**config.mk**
```make
export PLATFORM = sky130hd
export DESIGN_NAME = mem_arbiter
export DESIGN_NICKNAME = d
export VERILOG_FILES = /design/src/rtl/cache_def.sv /design/src/rtl/rr_arbiter_2.sv /design/src/rtl/mem_arbiter.sv
export SDC_FILE = /design/constraint.sdc
export NUM_CORES = 1
export LEC_CHECK = 0
export ABC_AREA = 1
export BUFFER_PORTS_ARGS = -buffer_cell sky130_fd_sc_hd__buf_2
export CELL_PAD_IN_SITES_DETAIL_PLACEMENT = 0
export CELL_PAD_IN_SITES_GLOBAL_PLACEMENT = 1
export CORE_AREA = 2 2 369 371
export DETAILED_ROUTE_END_ITERATION = 10
export DIE_AREA = 0 0 371 373
export PLACE_DENSITY_LB_ADDON = 0.1
export SYNTH_ARGS = -nofsm -noshare
export SYNTH_HDL_FRONTEND = slang
export SYNTH_SLANG_ARGS = --single-unit
```
**constraint.sdc**
```tcl
create_clock -name clk_i -period 2.2 [get_ports clk_i]
set_input_delay 0.44 -clock clk_i [delete_from_list [all_inputs] [get_ports clk_i]]
set_output_delay 0.44 -clock clk_i [all_outputs]
set_load 0.02 [all_outputs]
```
**src/rtl/cache_def.sv**
```systemverilog
// Shared cache/memory types, arbiter state and owner encodings.
package cache_def;

  typedef logic [127:0] cache_data_type;

  typedef struct packed {
    logic [31:0]    addr;
    cache_data_type data;
    logic           rw;
    logic           valid;
  } mem_req_type;

  typedef struct packed {
    cache_data_type data;
    logic           ready;
  } mem_data_type;

  typedef enum logic [1:0] {
    ST_IDLE = 2'd0,
    ST_BUSY = 2'd1,
    ST_RESP = 2'd2
  } arb_state_e;

  typedef enum logic [1:0] {
    OWN_NONE = 2'b00,
    OWN_I    = 2'b01,
    OWN_D    = 2'b10
  } owner_e;

endpackage

```
**src/rtl/rr_arbiter_2.sv**
```systemverilog
// Two-way round-robin pick: bit 0 is the i-port, bit 1 the d-port.
// last_grant_i = 1 means the d-port won the previous grant.
module rr_arbiter_2 (
  input  logic [1:0] req_i,
  input  logic       last_grant_i,
  output logic [1:0] grant_o
);

  // One-hot grant; on a tie the port that did not win last time goes first.
  always_comb begin
    // NOTE: default assigned first so every path drives grant_o; no latch.
    grant_o = 2'b00;
    unique case (req_i)
      2'b01:   grant_o = 2'b01;
      2'b10:   grant_o = 2'b10;
      2'b11:   grant_o = last_grant_i ? 2'b01 : 2'b10;
      default: grant_o = 2'b00;
    endcase
  end

endmodule

```
**src/rtl/mem_arbiter.sv**
```systemverilog
// Arbitrates i_cache and d_cache miss traffic onto one backing memory.
// One transaction at a time: IDLE -> BUSY (request held) -> RESP (1 cycle).
module mem_arbiter
  import cache_def::*;
#(
  parameter int unsigned TIMEOUT_CYC = 255
) (
  input  logic         clk_i,
  input  logic         rst_ni,
  input  mem_req_type  i_mem_req_i,
  input  mem_req_type  d_mem_req_i,
  output mem_data_type i_mem_data_o,
  output mem_data_type d_mem_data_o,
  output mem_req_type  mem_req_o,
  input  mem_data_type mem_data_i,
  output logic [1:0]   owner_o,
  output logic [31:0]  i_grants_o,
  output logic [31:0]  d_grants_o,
  output logic         timeout_o
);

  localparam logic [31:0] TimeoutLim = 32'(TIMEOUT_CYC);

  arb_state_e     state_q, state_d;
  owner_e         owner_q, owner_d;
  mem_req_type    req_q, req_d;
  cache_data_type i_data_q, i_data_d;
  cache_data_type d_data_q, d_data_d;
  logic           last_d_q, last_d_d;
  logic [31:0]    i_grants_q, i_grants_d;
  logic [31:0]    d_grants_q, d_grants_d;
  logic [31:0]    busy_cnt_q, busy_cnt_d;
  logic           timeout_q, timeout_d;
  logic [1:0]     grant;

  rr_arbiter_2 u_rr (
    .req_i        ({d_mem_req_i.valid, i_mem_req_i.valid}),
    .last_grant_i (last_d_q),
    .grant_o      (grant)
  );

  // Next-state logic: grant in IDLE, wait for memory in BUSY, one RESP cycle.
  always_comb begin
    state_d    = state_q;
    owner_d    = owner_q;
    req_d      = req_q;
    i_data_d   = i_data_q;
    d_data_d   = d_data_q;
    last_d_d   = last_d_q;
    i_grants_d = i_grants_q;
    d_grants_d = d_grants_q;
    busy_cnt_d = busy_cnt_q;
    unique case (state_q)
      ST_IDLE: begin
        if (grant[0]) begin
          state_d    = ST_BUSY;
          owner_d    = OWN_I;
          req_d      = i_mem_req_i;
          last_d_d   = 1'b0;
          i_grants_d = i_grants_q + 32'd1;
          busy_cnt_d = '0;
        end else if (grant[1]) begin
          state_d    = ST_BUSY;
          owner_d    = OWN_D;
          req_d      = d_mem_req_i;
          last_d_d   = 1'b1;
          d_grants_d = d_grants_q + 32'd1;
          busy_cnt_d = '0;
        end
      end
      ST_BUSY: begin
        if (busy_cnt_q != TimeoutLim) busy_cnt_d = busy_cnt_q + 32'd1;
        if (mem_data_i.ready) begin
          state_d = ST_RESP;
          if (owner_q == OWN_I) i_data_d = mem_data_i.data;
          else                  d_data_d = mem_data_i.data;
        end
      end
      ST_RESP: begin
        state_d = ST_IDLE;
        owner_d = OWN_NONE;
      end
      default: begin
        state_d = ST_IDLE;
        owner_d = OWN_NONE;
      end
    endcase
    // Sticky: once the wait has been overdue, it stays flagged until reset.
    timeout_d = timeout_q | ((state_q == ST_BUSY) && (busy_cnt_d == TimeoutLim));
  end

  // State and datapath registers with asynchronous reset.
  always_ff @(posedge clk_i or negedge rst_ni) begin
    if (!rst_ni) begin
      state_q    <= ST_IDLE;
      owner_q    <= OWN_NONE;
      req_q      <= '0;
      // NOTE: the line buffers are reset too, so every output reads zero in reset.
      i_data_q   <= '0;
      d_data_q   <= '0;
      last_d_q   <= 1'b1;
      i_grants_q <= '0;
      d_grants_q <= '0;
      busy_cnt_q <= '0;
      timeout_q  <= 1'b0;
    end else begin
      // NOTE: non-blocking so every register samples the pre-edge values.
      state_q    <= state_d;
      owner_q    <= owner_d;
      req_q      <= req_d;
      i_data_q   <= i_data_d;
      d_data_q   <= d_data_d;
      last_d_q   <= last_d_d;
      i_grants_q <= i_grants_d;
      d_grants_q <= d_grants_d;
      busy_cnt_q <= busy_cnt_d;
      timeout_q  <= timeout_d;
    end
  end

  // Output decode: request valid only in BUSY, ready only to the owner in RESP.
  always_comb begin
    mem_req_o          = req_q;
    mem_req_o.valid    = (state_q == ST_BUSY);
    i_mem_data_o.data  = i_data_q;
    i_mem_data_o.ready = (state_q == ST_RESP) && (owner_q == OWN_I);
    d_mem_data_o.data  = d_data_q;
    d_mem_data_o.ready = (state_q == ST_RESP) && (owner_q == OWN_D);
  end

  assign owner_o    = owner_q;
  assign i_grants_o = i_grants_q;
  assign d_grants_o = d_grants_q;
  assign timeout_o  = timeout_q;

endmodule

```
# Word-level counts from Yosys, hierarchy flattened
# Cells that the tools add are included.
# word_totals
reg_bits	519
inputBits	455
# op_classes
add_sub_neg	3
n_eq_ne	11
n_mux	17
n_bitwise	4
n_reduce_logical	12
# op_table
operator	count
two-way mux 162 bit	2
adder 32 x 1 -> 32 bit, second input constant	3
two-way mux 32 bit	3
one-hot mux 32 bit (2 select lines)	1
equality test 32 x 8 -> 1 bit, second input constant	1
inequality test 32 x 8 -> 1 bit, second input constant	1
two-way mux 2 bit	6
AND reduction 3 bit	3
equality test 2 bit, second input constant	4
one-hot mux 2 bit (2 select lines)	2
AND reduction 2 bit	4
equality test 2 x 1 -> 1 bit, second input constant	3
one-hot mux 2 bit (3 select lines)	1
logical AND 1 bit	3
inequality test 3 bit, second input constant	1
inverter 1 bit	3
logical NOT 2 bit	1
two-way mux 1 bit	2
inequality test 2 x 1 -> 1 bit, second input constant	1
nonzero test 2 bit	1
OR 1 bit	1

# Longest topological paths before layout
# Gate-level depths: netlist of the first run.
# logic_depth
ltp_word	8
depth_mapped	16

# Cells and area by module
# From an unflattened synthesis of the first run, not the netlist that was laid out.
# hier_totals
hier_cells	2601
hier_area_um2	22397.7
# modules_own_cells
module	n_inst	cells_per_inst	area_each_um2
mem_arbiter	1	2596	22376.5
rr_arbiter_2	1	5	21.3

# Worst setup path after synthesis of the first run
# No wires, ideal clock.
# synth_timing
path_type	register -> register
start	register last_d_q
end	register i_grants_q[25], in the netlist i_grants_o[25]
setup_time_ps	124
arrival_ps	1827
path_slack_ps	248
stages_incl_launch_ff	12
cell_sequence	dfstp_2 inv_1 nand2_1 nand2_4 nor2_8 nand2_1 nor2_1 nand3_1 nor4_1 nand3_1 nor3_1 a21oi_1
# synth_via
elab_chain_len	3
# synth_rtl
item	line	text
start: declaration	mem_arbiter.sv:29	logic last_d_q, last_d_d;
start signal: assignment	mem_arbiter.sv:113	last_d_q <= last_d_d;
two-way mux 2 bit	rr_arbiter_2.sv:16	2'b11: grant_o = last_grant_i ? 2'b01 : 2'b10;
one-hot mux 2 bit (3 select lines)	rr_arbiter_2.sv:13	unique case (req_i)
AND reduction 2 bit (no source line)	n/a	
end signal: assignment	mem_arbiter.sv:114	i_grants_q <= i_grants_d;
end: declaration	mem_arbiter.sv:30	logic [31:0] i_grants_q, i_grants_d;
# No other way between the ends.
# A chain may end at the register's enable or synchronous reset.

==> results.txt, run 1 <==
Initial Util: 0.166
Synth Warn #: 0
Count of flip-flops with a built-in enable after synthesis: 0
Combined area of all synthesized cells: 22,400 um2
Final core utilization: 0.269
Longest Clk Path Bufs: 3
Min Clock Period, post-route: 2.08 ns
Post-synth top cells: 550 x sky130_fd_sc_hd__nand2_1, 518 x sky130_fd_sc_hd__dfrtp_1, 456 x sky130_fd_sc_hd__a21oi_1, 395 x sky130_fd_sc_hd__nor2_1, 233 x sky130_fd_sc_hd__inv_1
Post-place instance area: 30,500 um2
Dominant cell by count in the synthesized netlist: sky130_fd_sc_hd__nand2_1
Predominant post-synthesis flop cell: sky130_fd_sc_hd__dfrtp_1
HPWL after detailed placement: 92,500 um
RSZ-0062 raised after global routing: yes
Pin count of the biggest net entering global routing: 123
Tightest Pin Transition: 0.607 ns
Worst EP arrival: 1.64 ns
Aggregate global routing overflow: 0
Total count of max-transition violations in the final report: 0
Leading cell types by total area after synthesis: sky130_fd_sc_hd__dfrtp_1 58%, sky130_fd_sc_hd__a21oi_1 10%, sky130_fd_sc_hd__nand2_1 9.2%
Library cell with the largest summed area after synthesis: sky130_fd_sc_hd__dfrtp_1
Number of setup violations in the final report: 0
FP Rows: 135
Placer Congestion: 0.830
Max FO, Critical Path: 3
Detailed Routing Iterations Pass 1: 4
Mapped Avg Cell Area: 8.49 um2
Number of DRC violations after detailed-routing iteration 0: 1,192
Average via count per standard cell: 3.92
Highest ir drop seen on vdd: 0.616 mV
Worst min-delay path class: input port to flop
Clock tree skew after final layout: 0.0212 ns
Final #Nets: 4,464
DRC violation count after routing: 0
Number of hold violations in the final report: 0
Cell count after synthesis: 2,640
Fraction of synthesis flops using an asynchronous set or reset pin: 1.00
Core region area: 135,000 um2
Tightest hold margin: 0.0657 ns
Vias in the first global route: 24,100
Leakage: 17.9 nW
Synthesized Nets: 3,098
Area growth, synth to finish: 61.8%
Vert. Die Dim: 373 um
Area of the die: 138,000 um2
Via count: 22,900
CTS tree: built
Kind of start point of the critical path: flop
Final worst-path cycle share: 0.946
Wire length of the first global-routing pass: 171,000 um
Design Area, Final: 36,300 um2
Detailed-route wire length: 118,000 um
Clk sinks: 519
Post-synthesis sequential element count: 519
Clock transition time at the flip-flop clock pins of the worst setup and hold paths: 0.06 ns
Area share of the largest cell type after synthesis: 0.579
Number of buffers added by the clock tree synthesis step: 74
Routed WL per cell: 20.2 um
Critical path required time: 1.76 ns
Clock insertion delay at the later pin of the skew report: 0.65 ns
Result of the run: completed
Setup CP Type: flop to primary output
Input/output buffers: 941
Number of top-level pins: 942
# H-tree levels: 3
Endpoint type of the worst setup path: primary output
Max-cap violations: 0
Final antenna-violating net count: 0
Global-route usage over all layers: 0.167
Clk root buf: sky130_fd_sc_hd__clkbuf_16
Initial antenna violation count: 28
Chip Width: 371 um
Relative slew slack: 0.592
Layout cells sized above 1: 0.315
Sequential element share of the synthesized area: 0.580
Post-layout power: 49.0 mW
Max Clock Freq: 0.481 GHz
Number of distinct library cells after synthesis: 33
Pwr/cell area: 1350 nW/um2
## power by group
part / total [mW] / switching [mW] / internal (mW)
Clock: 11.9 / 4.84 / 7.02
Combinational: 21.0 / 14.2 / 6.76
Sequential: 16.1 / 2.55 / 13.6
## flip-flops by register name, summed over array words and instances (netlist names)
name / cells
owner_o: 2
busy_cnt_q: 32
last_d_q: 1
state_q: 2
d_grants_o: 32
d_data_q: 128
i_data_q: 128
timeout_o: 1
i_grants_o: 32
mem_req_o: 161
## layout by cell type (no fill, tap or decap), types with 4 or more instances in the layout
cell	count
sky130_fd_sc_hd__clkbuf_16	76
sky130_fd_sc_hd__nor2_1	379
sky130_fd_sc_hd__nand2_2	10
sky130_fd_sc_hd__o21ai_0	138
sky130_fd_sc_hd__buf_4	125
sky130_fd_sc_hd__clkbuf_8	17
sky130_fd_sc_hd__buf_12	37
sky130_fd_sc_hd__xor2_1	45
sky130_fd_sc_hd__nand3_1	57
sky130_fd_sc_hd__nand4_1	21
sky130_fd_sc_hd__xnor2_1	18
sky130_fd_sc_hd__nor4_1	6
sky130_fd_sc_hd__dfrtp_1	512
sky130_fd_sc_hd__nor3_2	4
sky130_fd_sc_hd__dfrtp_2	6
sky130_fd_sc_hd__nor3_1	23
sky130_fd_sc_hd__inv_1	232
sky130_fd_sc_hd__clkinv_2	6
sky130_fd_sc_hd__diode_2	9
sky130_fd_sc_hd__clkbuf_1	19
sky130_fd_sc_hd__buf_2	938
sky130_fd_sc_hd__nand2_1	541
sky130_fd_sc_hd__dlygate4sd3_1	319
sky130_fd_sc_hd__a21oi_1	456
sky130_fd_sc_hd__nand3b_1	4
sky130_fd_sc_hd__nor2_2	18
sky130_fd_sc_hd__nor2_4	11
## stage by stage
| step | setup slack, ns | setup TNS [ns] | std cells |
|---|---|---|---|
| 2_1_floorplan | 0.248 | 0 | 2640 |
| 3_3_place_gp | 0.0234 | 0 | 5388 |
| 3_5_place_dp | 0.0121 | 0 | 5388 |
| 4_1_cts | -0.000155 | -0.000155 | 5832 |
| 5_1_grt | -0.0111 | -0.0283 | 5842 |
| 6_report | 0.119 | 0 | 5844 |
## kinds of logic (layout without fill, tap and decap cells)
kind of cell	after synthesis	after routing	synth area share
and+or+nand+nor	1088	1088	0.196
AOI/OAI and AO/OA	598	598	0.134
DFF	519	519	0.580
buffers and inverters	369	1783	0.0640
xor gates and xnor gates	63	63	0.0246
adders and majority gates	3	3	0.00168
other	0	9	0
## metal layers
layer / vias to the layer above / part of all wire / track usage
met3: 181 / 0.087 / 0.0646
li1: 11200 / - / -
met1: 10800 / 0.42 / 0.207
met4: 26 / 0.033 / 0.0590
met5: - / 0.0013 / 0
met2: 715 / 0.45 / 0.264
## worst paths after layout
path / endpoint / slack [ns] / from / depth (start not counted)
min in group asynchronous: mem_req_o[146]$_DFFE_PN0P_ / 0.28 / rst_ni / 2
max: i_mem_data_o[0] / 0.12 / owner_o[1]$_DFFE_PN0P_ / 4
min: i_data_q[44]$_DFFE_PN0P_ / 0.07 / mem_data_i[45] / 3
max in group asynchronous: mem_req_o[12]$_DFFE_PN0P_ / 1.04 / rst_ni / 4
min reg2reg: d_grants_o[31]$_DFFE_PN0P_ / 0.46 / d_grants_o[31]$_DFFE_PN0P_ / 1
max reg2reg: mem_req_o[131]$_DFFE_PN0P_ / 0.12 / last_d_q$_DFFE_PN1P_ / 8
## area by class of cell
cell class | count | area [um2]
tap | 1781 | 2230
sequential | 519 | 13000
clock inverter | 12 | 138
fill | 14800 | 98400
timing repair buffer | 1421 | 9590
inverter | 238 | 907
multi-input combinational | 1752 | 8170
clock buffer | 112 | 2210
antenna | 9 | 22.5
## repair_timing
item,CTS,global route
setup endpoints to repair,4,20
pin swaps,0,10
gates resized for setup,12,40
endpoints found under the hold margin,443,0
buffers inserted,1,4
hold buffers,319,0
## worst max-delay path: stages, from the launching register on
cell and delay, ns:
sky130_fd_sc_hd__dfrtp_1 0.38, sky130_fd_sc_hd__inv_1 0.17, sky130_fd_sc_hd__nand2_4 0.12, sky130_fd_sc_hd__nor3_4 0.14, sky130_fd_sc_hd__buf_4 0.18
No activity file was read; power rests on OpenSTA's default activity.
==> inputs of run 2 (changes only) <==
--- a/config.mk
+++ b/config.mk
@@ -5,13 +5,12 @@
 export SDC_FILE = /design/constraint.sdc
 export NUM_CORES = 1
 export LEC_CHECK = 0
-export ABC_AREA = 1
 export BUFFER_PORTS_ARGS = -buffer_cell sky130_fd_sc_hd__buf_2
 export CELL_PAD_IN_SITES_DETAIL_PLACEMENT = 0
 export CELL_PAD_IN_SITES_GLOBAL_PLACEMENT = 1
-export CORE_AREA = 2 2 369 371
+export CORE_AREA = 2 2 361 363
 export DETAILED_ROUTE_END_ITERATION = 10
-export DIE_AREA = 0 0 371 373
+export DIE_AREA = 0 0 363 365
 export PLACE_DENSITY_LB_ADDON = 0.1
 export SYNTH_ARGS = -nofsm -noshare
 export SYNTH_HDL_FRONTEND = slang
==> run 2 against run 1 <==
  * The flow now finishes with violations (setup timing)
  * Clock power is essentially flat
  * Clock skew shrank 0.0032 ns
  * Cell count decreased by 19%
  * Utilization shrank 0.24 points
  * Critical path depth rose by 5
  * Register-to-register slack worse by 0.60 ns
  * Non-clock buffer count shrank 168
  * Setup slack worse by 0.60 ns
  * Critical path type is now flop to flop
  * Critical endpoint is now timeout_o$_DFF_PN0_
==> results.txt, run 2 <==
Clock tree skew after final layout: 0.0181 ns
Area of the die: 132,000 um2
Number of setup violations in the final report: 6
Sequential element share of the synthesized area: 0.591
CTS tree: built
DRC violation count after routing: 0
Vert. Die Dim: 365 um
Leakage: 17.1 nW
Detailed-route wire length: 97,500 um
Synth Warn #: 0
Max FO, Critical Path: 5
Sequential Area: 13,000 um2
Via count: 18,500
Area growth, synth to finish: 56.2%
Number of buffers added by the clock tree synthesis step: 69
Number of top-level pins: 942
Dominant cell by count in the synthesized netlist: sky130_fd_sc_hd__dfrtp_1
Synthesized Nets: 2,238
Max-cap violations: 0
Multi-input combinational cell area: 9020 um2
Placer Congestion: 0.802
FP Rows: 132
Min Clock Period, post-route: 2.68 ns
Post-synthesis sequential element count: 519
Combined area of all synthesized cells: 22,000 um2
Clk sinks: 519
Worst EP arrival: 3.19 ns
Clk root buf: sky130_fd_sc_hd__clkbuf_16
Area share of the largest cell type after synthesis: 0.590
Chip Width: 363 um
Global-route usage over all layers: 0.140
Fillers: 13,700
Routed WL per cell: 20.6 um
Total count of max-transition violations in the final report: 0
Initial antenna violation count: 8
Predominant post-synthesis flop cell: sky130_fd_sc_hd__dfrtp_1
Endpoint type of the worst setup path: flop
Largest register FFs: 161
Longest Clk Path Bufs: 3
HPWL after detailed placement: 78,200 um
Leading cell types by total area after synthesis: sky130_fd_sc_hd__dfrtp_1 59%, sky130_fd_sc_hd__mux2_2 13%, sky130_fd_sc_hd__mux2i_1 7.6%
RSZ-0062 raised after global routing: yes
Number of DRC violations after detailed-routing iteration 0: 637
Aggregate global routing overflow: 0
Pwr/cell area: 1410 nW/um2
Relative slew slack: 0.685
Most common cell after layout, fill and taps aside: sky130_fd_sc_hd__buf_2
Final core utilization: 0.267
Pin count of the biggest net entering global routing: 101
Final antenna-violating net count: 0
Worst min-delay path class: input port to flop
Number of distinct library cells after synthesis: 64
Layout cells sized above 1: 0.547
Post-synth top cells: 518 x sky130_fd_sc_hd__dfrtp_1, 259 x sky130_fd_sc_hd__mux2_2, 224 x sky130_fd_sc_hd__nand2_1, 177 x sky130_fd_sc_hd__o21ai_0, 167 x sky130_fd_sc_hd__mux2i_1
Average via count per standard cell: 3.92
Final non-filler cell total: 4,722
Highest ir drop seen on vdd: 0.481 mV
Mapped Avg Cell Area: 12.4 um2
Final worst-path cycle share: 1.22
Core region area: 129,000 um2
Worst Slack Setup Final: -0.484 ns
Detailed Routing Iterations Pass 1: 5
Number of hold violations in the final report: 0
Setup slack after placement: -0.712 ns
Kind of start point of the critical path: flop
Clock insertion delay at the later pin of the skew report: 0.64 ns
Result of the run: complete, but fails checks
Input/output buffers: 941
Max Clock Freq: 0.373 GHz
Initial Util: 0.171
Critical path required time: 2.71 ns
Most frequent cells in the layout: 937 x sky130_fd_sc_hd__buf_2, 514 x sky130_fd_sc_hd__dfrtp_1, 259 x sky130_fd_sc_hd__mux2_2, 216 x sky130_fd_sc_hd__nand2_1, 209 x sky130_fd_sc_hd__buf_4
Reg-to-reg setup timing slack: -0.48 ns
Setup CP Type: flop to flop
Final #Nets: 3,454
Clock transition time at the flip-flop clock pins of the worst setup and hold paths: 0.06 ns
Count of flip-flops with a built-in enable after synthesis: 0
Wire length of the first global-routing pass: 136,000 um
Post-layout power: 48.4 mW
Tightest Pin Transition: 0.459 ns
Placed cells: 4,524
Failing checks: setup timing
Library cell with the largest summed area after synthesis: sky130_fd_sc_hd__dfrtp_1
Post-route setup TNS: -0.764 ns
# H-tree levels: 3
Vias in the first global route: 19,600
Fraction of synthesis flops using an asynchronous set or reset pin: 1.00
Cell count after synthesis: 1,780
==> run 2: power by group <==
| part | leakage [nW] | total [mW] | switching [mW] | internal (mW) |
|---|---|---|---|---|
| Sequential | 6.43 | 15.7 | 2.13 | 13.6 |
| Combinational | 9.51 | 20.8 | 12.8 | 7.94 |
| Clock | 1.18 | 11.9 | 4.55 | 7.33 |
==> run 2: area by class of cell <==
cell class	instances	area share
Antenna cell	2	0.000146
Clock buffer	101	0.0599
Clock inverter	19	0.0100
Inverter	11	0.00142
Multi-Input combinational cell	1142	0.263
Sequential cell	519	0.378
Tap cell	1675	0.0610
Timing Repair Buffer	1253	0.226
==> run 2: what timing repair did <==
item	CTS	global route
hold buffers	51	0
resized for setup	76	57
setup endpoints to repair	285	100
endpoints found under the hold margin	107	0
buffers inserted	13	12
pin swaps	25	21
gates cloned	0	3
==> run 2: path summary, 6_finish.rpt <==
check,start,endpoint,cells after the start
worst max register to register,busy_cnt_q[19]$_DFF_PN0_,timeout_o$_DFF_PN0_,9
max in group asynchronous,rst_ni,busy_cnt_q[14]$_DFF_PN0_,3
worst min-delay path,mem_data_i[103],d_data_q[102]$_DFFE_PN0P_,2
min in group asynchronous,rst_ni,d_data_q[80]$_DFFE_PN0P_,2
worst max-delay path,busy_cnt_q[19]$_DFF_PN0_,timeout_o$_DFF_PN0_,9
worst min register to register,mem_req_o[135]$_DFFE_PN0P_,mem_req_o[135]$_DFFE_PN0P_,2
==> run 2: kinds of logic after synthesis <==
family                     count (synthesis)  share of synthesized area
muxes                                    426                      0.209
xor gates and xnor gates                  67                     0.0267
and+or+nand+nor                          409                     0.0893
buffers and inverters                    119                     0.0226
adders and majority gates                  3                    0.00171
DFF                                      519                      0.591
AOI/OAI and AO/OA                        237                     0.0602
==> run 2: worst max-delay path: stages, from the launching register on <==
cell,delay (ns)
sky130_fd_sc_hd__dfrtp_1,0.42
sky130_fd_sc_hd__buf_6,0.15
sky130_fd_sc_hd__nor4_4,0.36
sky130_fd_sc_hd__nand4_1,0.15
sky130_fd_sc_hd__buf_6,0.17
sky130_fd_sc_hd__o21ai_4,0.17
sky130_fd_sc_hd__mux2i_2,0.25
sky130_fd_sc_hd__nand3b_1,0.11
sky130_fd_sc_hd__or4b_4,0.57
sky130_fd_sc_hd__o41ai_2,0.22
==> run 2: per-layer routing <==
layer | wire length [um] | up-vias | track usage
met2 | 48400 | 658 | 0.242
met4 | 2850 | 12 | 0.0471
li1 | - | 8730 | -
met3 | 8210 | 126 | 0.0500
met5 | 90 | - | 0
met1 | 37900 | 9003 | 0.159
==> run 2: metrics by stage <==
stage	hold slack (ns)	area, um2
5_1_grt	0.0156	34300
3_5_place_dp	0.408	30600
4_1_cts	0.000381	33900
6_report	0.0575	34300
3_3_place_gp	0.409	30600
2_1_floorplan	0.144	22100
